### src/rtl/sme_dom_and_ctrl.sv
// sme_dom_and_ctrl: round-robin arbiter and sequencer that shares one masked
// DOM-AND gadget between NREQ requesters, one operation in flight at a time.
// Ports:
//   g_clk, g_reset        clock, asynchronous active-high reset
//   req_valid/req_ready   per-requester request, one-hot accept pulse
//   rng_valid/rng_ready   fresh randomness word / consume pulse
//   and_en                one-cycle gadget enable
//   sel                   operand-mux select, held from GRANT through RESP
//   rsp_valid/rsp_id      gadget result valid for requester rsp_id
//   rsp_ready             response accepted
//   busy                  high whenever an operation is in flight
module sme_dom_and_ctrl #(
   parameter int NREQ = 2,
   parameter int LAT  = 1,
   parameter int IDW  = (NREQ > 1) ? $clog2(NREQ) : 1
) (
   input  logic            g_clk,
   input  logic            g_reset,
   input  logic [NREQ-1:0] req_valid,
   output logic [NREQ-1:0] req_ready,
   input  logic            rng_valid,
   output logic            rng_ready,
   output logic            and_en,
   output logic [IDW-1:0]  sel,
   output logic            rsp_valid,
   output logic [IDW-1:0]  rsp_id,
   input  logic            rsp_ready,
   output logic            busy
);

   localparam int CW = (LAT > 1) ? $clog2(LAT) : 1;
   localparam logic [IDW:0] NREQ_W = (IDW+1)'(NREQ);

   typedef enum logic [2:0] {
      S_IDLE,
      S_GRANT,
      S_WAITR,
      S_FIRE,
      S_HOLD,
      S_RESP
   } state_t;

   state_t         state;
   state_t         state_nxt;
   logic [IDW-1:0] ptr;
   logic [IDW-1:0] ptr_nxt;
   logic [CW-1:0]  cnt;
   logic           pick_hit;
   logic [IDW-1:0] pick_idx;

   // First requester at or after ptr, cyclically. Walking downwards lets
   // the lowest rotated offset win.
   always_comb begin
      logic [IDW:0] idx;
      pick_hit = 1'b0;
      pick_idx = '0;
      idx      = '0;
      for (int i = NREQ - 1; i >= 0; i--) begin
         idx = {1'b0, ptr} + (IDW+1)'(i);
         if (idx >= NREQ_W)
            idx = idx - NREQ_W;
         if (req_valid[idx[IDW-1:0]]) begin
            pick_hit = 1'b1;
            pick_idx = idx[IDW-1:0];
         end
      end
   end

   assign ptr_nxt = (sel == IDW'(NREQ - 1)) ? '0 : sel + 1'b1;

   always_ff @(posedge g_clk or posedge g_reset) begin
      if (g_reset)
         state <= S_IDLE;
      else
         state <= state_nxt;
   end

   always_ff @(posedge g_clk or posedge g_reset) begin
      if (g_reset) begin
         ptr <= '0;
         sel <= '0;
         cnt <= '0;
      end else begin
         if (state == S_IDLE && pick_hit)
            sel <= pick_idx;
         if (state == S_FIRE)
            cnt <= CW'(LAT - 1);
         else if (state == S_HOLD)
            cnt <= cnt - 1'b1;
         if (state == S_RESP && rsp_ready)
            ptr <= ptr_nxt;
      end
   end

   // HOLD leaves on the cycle its count steps to zero, which puts
   // rsp_valid exactly LAT cycles after and_en.
   always_comb begin
      state_nxt = state;
      unique case (state)
         S_IDLE:  if (pick_hit) state_nxt = S_GRANT;
         S_GRANT: state_nxt = S_WAITR;
         S_WAITR: if (rng_valid) state_nxt = S_FIRE;
         S_FIRE:  state_nxt = (LAT == 1) ? S_RESP : S_HOLD;
         S_HOLD:  if (cnt == CW'(1)) state_nxt = S_RESP;
         S_RESP:  if (rsp_ready) state_nxt = S_IDLE;
         default: state_nxt = S_IDLE;
      endcase
   end

   always_comb begin
      req_ready = '0;
      and_en    = 1'b0;
      rng_ready = 1'b0;
      rsp_valid = 1'b0;
      rsp_id    = '0;
      busy      = (state != S_IDLE);
      unique case (state)
         S_IDLE: begin
            if (pick_hit)
               req_ready = NREQ'(1) << pick_idx;
         end
         S_FIRE: begin
            and_en    = 1'b1;
            rng_ready = 1'b1;
         end
         S_RESP: begin
            rsp_valid = 1'b1;
            rsp_id    = sel;
         end
         default: ;
      endcase
   end

   always_ff @(posedge g_clk) begin
      if (!g_reset)
         assert (32'(sel) < 32'(NREQ));
   end

endmodule

### config.mk
export PLATFORM = sky130hd
export DESIGN_NAME = sme_dom_and_ctrl
export DESIGN_NICKNAME = d
export VERILOG_FILES = /design/src/rtl/sme_dom_and_ctrl.sv
export SDC_FILE = /design/constraint.sdc
export NUM_CORES = 1
export LEC_CHECK = 0
export BUFFER_PORTS_ARGS = -buffer_cell sky130_fd_sc_hd__buf_4
export CAP_MARGIN = 20
export CELL_PAD_IN_SITES_DETAIL_PLACEMENT = 0
export CELL_PAD_IN_SITES_GLOBAL_PLACEMENT = 1
export CORE_UTILIZATION = 25
export DETAILED_ROUTE_END_ITERATION = 7
export GPL_TIMING_DRIVEN = 0
export PLACE_DENSITY = 0.69
export SYNTH_ARGS = -nofsm -noshare
export SYNTH_HDL_FRONTEND = slang
export SYNTH_SLANG_ARGS = --single-unit
### constraint.sdc
create_clock -name g_clk -period 1.1 [get_ports g_clk]
set_clock_uncertainty 0.15 [all_clocks]
set_input_delay 0 -clock g_clk [delete_from_list [all_inputs] [get_ports g_clk]]
set_output_delay 0 -clock g_clk [all_outputs]
set_load 0.01 [all_outputs]
==> impl_metrics.csv <==
group,metric,value,unit
die,die_w,38.5,um
worst_setup_path,cp_max_fo,3,
yosys,synth-edff-count,0,
sta,tightestPinTransition,0.243,ns
clocking,root_buffer,"clkbuf_4",
placed_design,io_buffer_count,13,
pwr,ir_drop,1280,uV
worst_setup_path,path_class,"reg -> out",
pwr,sequentialPowerShare,0.234,
pwr,p_int,1260,uW
worst_setup_path,crit_top_cell,"buf_6",
yosys,async_reset_ff_frac,1.00,
sta,maxClockFrequency,708,MHz
yosys,yosysMostFrequentCell,"dfrtp_1",
worst_setup_path,slowest_stage,"dfrtp_1",
die,core,1170,um2
yosys,synth_top_area_share,0.451,
yosys,yosys.area.top_type,"dfrtp_1",
pwr,swShare,0.367,
die,io_pins,14,
final_layout,n_fill_cell,96,
worst_setup_path,crit_path_max_incr_delay,0.37,ns
run_status,failed_checks,"negative setup slack",
yosys,syn_nets,42,
drt,antenna_left,0,
drt,num_vias,379,
yosys,synth_flop_cell,"dfrtp_1",
die,dieArea,1480,um2
drt,drtIter0Drc,7,
hold_path,min_from,"req_valid[0]",
global_route,grt_pass1_vias,345,
worst_setup_path,rr_worst_depth,6,
final_layout,final_layout_size_suffix_gt1_frac,0.652,
sta,max_slew_margin,0.838,
final_layout,diodes,0,
sta,post-route-min-period,1.41,ns
sta,setup_viol,12,
drt,remaining_drc_errors,0,
worst_setup_path,cp-start-kind,"flop",
placed_design,dp_hpwl,571,um
job,maxCapViolCount,0,
drt,drt-wirelength-per-cell,11.8,um
yosys,synth_seq_area_share,0.451,
yosys,ys_warn_count,0,
sta,finalCritPeriodShare,1.28,
sta,tns,-2.89,ns
worst_setup_path,r2r_start,"state[0]$_DFFE_PP0P_",
clocking,numCtsBuffers,3,
sta,maxSlewViolCount,0,
yosys,mappedNetlistArea,333,um2
sta,worst_slack,-0.313,ns
pwr,power_density,2800,nW/um2
worst_setup_path,r2r_end,"state[0]$_DFFE_PP0P_",
global_route,antenna_found_initial,0,
yosys,avgSynthCellArea,9.24,um2
global_route,grt_pass1_wl,1470,um
die,initial_core_util,0.284,
run_status,status,"finished with violations",
pwr,switchingPower,730,uW
drt,wl,976,um
pwr,power.share.combinational,0.649,
worst_setup_path,crit_arrival,1.26,ns
placed_design,gp_congestion,0.752,
pwr,p_leak,0.000355,uW
final_layout,syn_to_final_growth,114,%
sta,hold_violations,0,
clocking,cts.clk_slew.worst_paths,0.05,ns
clocking,clk_latency,0.25,ns
worst_setup_path,r2r_slack,-0.27,ns
drt,vias_per_cell,4.57,
sta,grt_setup_unrepaired,"yes",
clocking,cts.sinks,6,
global_route,grt_remaining_overflow,0,
yosys,synth_area_leaders,"dfrtp_1 (45%), and3_1 (5.6%), nand2b_1 (5.6%)",
worst_setup_path,end_kind,"primary output",
sta,holdWs,0.0209,ns
yosys,yosys.cell_types.count,19,
hold_path,whs_path_depth,4,
clocking,htree_levels,1,
hold_path,min_to,"sel$_DFFE_PP0P_",
clocking,cts_tree,"built",
global_route,grt_max_degree,11,
global_route,grt_usage,0.150,
final_layout,nNetsFinal,76,
clocking,clock_path_buffers,2,
yosys,synthTopCellsByCount,"dfrtp_1 (6), inv_1 (4), and3_1 (3), nand2b_1 (3)",
drt,first_pass_iters,2,
die,die_y,38.5,um
hold_path,hp-class,"in -> reg",
worst_setup_path,worstPathRequired,0.95,ns
yosys,synth_cells,36,
worst_setup_path,path_cells,"buf_6 -> nor3_4 -> and3_4 -> buf_6",
pwr,power_frac_clock,0.117,
die,rows,12,
yosys,synth-seq-cells,6,
==> registers in the layout, summed over array words and instances, names as in the netlist <==
signal  flops
state       3
cnt         1
ptr         1
sel         1
==> worst max path at each step <==
stage                          from               to  slack [ns]  cells after the start
2_1_floorplan  state[1]$_DFFE_PP0P_  sel$_DFFE_PP0P_       -0.05                      3
3_3_place_gp   state[2]$_DFFE_PP0P_  cnt$_DFFE_PP0P_       -0.11                      3
3_5_place_dp   state[2]$_DFFE_PP0P_  cnt$_DFFE_PP0P_       -0.13                      3
4_1_cts        state[1]$_DFFE_PP0P_     req_ready[0]       -0.32                      4
5_1_grt        state[0]$_DFFE_PP0P_     req_ready[0]       -0.40                      5
6_report       state[0]$_DFFE_PP0P_     req_ready[1]       -0.31                      4
==> power by group through the flow <==
| stage | clock, uW | combinational, uW | sequential, uW |
|---|---|---|---|
| 2_1_floorplan | 0 | 463 | 422 |
| 3_3_place_gp | 0 | 683 | 435 |
| 3_5_place_dp | 0 | 699 | 439 |
| 4_1_cts | 234 | 1010 | 444 |
| 5_1_grt | 257 | 1380 | 482 |
| 6_report | 233 | 1290 | 466 |
==> timing repair <==
item / 4_1_cts / 5_1_grt
gates resized for setup: 14 / 11
gates cloned: 0 / 0
hold buffers: 3 / 0
setup buffers: 7 / 6
setup endpoints to repair: 12 / 13
pin swaps: 5 / 6
endpoints found under the hold margin: 9 / 0
==> metal layers <==
layer  vias to the layer above  part of all wire  GRT usage  wire length [um]
met3                         2             0.054     0.0523                53
met5                         -                 0          0                 0
met2                        12              0.49      0.233               479
met1                       177              0.44      0.179               429
met4                         0             0.013     0.0776                13
li1                        188                 -          -                 -
==> metrics by stage <==
stage          total power, uW  setup WS (ns)   util  cell area, um2  instances
2_1_floorplan              885        -0.0543      -             349         36
3_3_place_gp              1120         -0.112  0.396             464         63
3_5_place_dp              1140         -0.134  0.396             464         63
4_1_cts                   1690         -0.317  0.538             631         77
5_1_grt                   2120         -0.400  0.607             711         83
6_report                  1990         -0.313  0.607             711         83
==> kinds of logic after synthesis <==
logic type      after synthesis  share of synthesized area
simple gates                 14                      0.248
xor+xnor                      1                     0.0263
buf+inv                       6                     0.0827
compound gates                9                      0.192
flops                         6                      0.451
==> final cells by class <==
type	count	area, um2	area share
buffer	2	22.5	0.0317
clock buffer	4	26.3	0.0370
inverter	4	17.5	0.0246
multi-input combinational	24	211	0.298
sequential	6	153	0.215
tap	14	17.5	0.0246
timing repair buffer	29	263	0.370
==> critical path, delay by kind of cell, from the launching register on <==
kind                   cells  cell delay (ns)
buffers and inverters      2             0.22
flip-flops                 1             0.37
AND/OR/NAND/NOR            2             0.42
==> cell usage in the layout, fill, tap and decap left out <==
cell type and instances:
inv_4 1, clkbuf_4 3, a211o_1 1, nor2b_4 1
dfrtp_1 4, a31oi_1 2, nor2_4 1, nand2b_4 1
clkbuf_1 1, a21oi_4 1, dlygate4sd3_1 3, and3_4 2
inv_2 1, nand2_1 1, nand2_2 1, nor3_4 1
nand2b_1 2, a21oi_2 1, a21o_1 2, and3_1 1
a32oi_1 1, and2_4 1, xnor2_1 1, inv_1 2
o22a_1 1, buf_4 16, buf_6 12, dfrtp_2 2
nor3_1 1, nor2_1 1
Power figures use the tool's default switching activity.
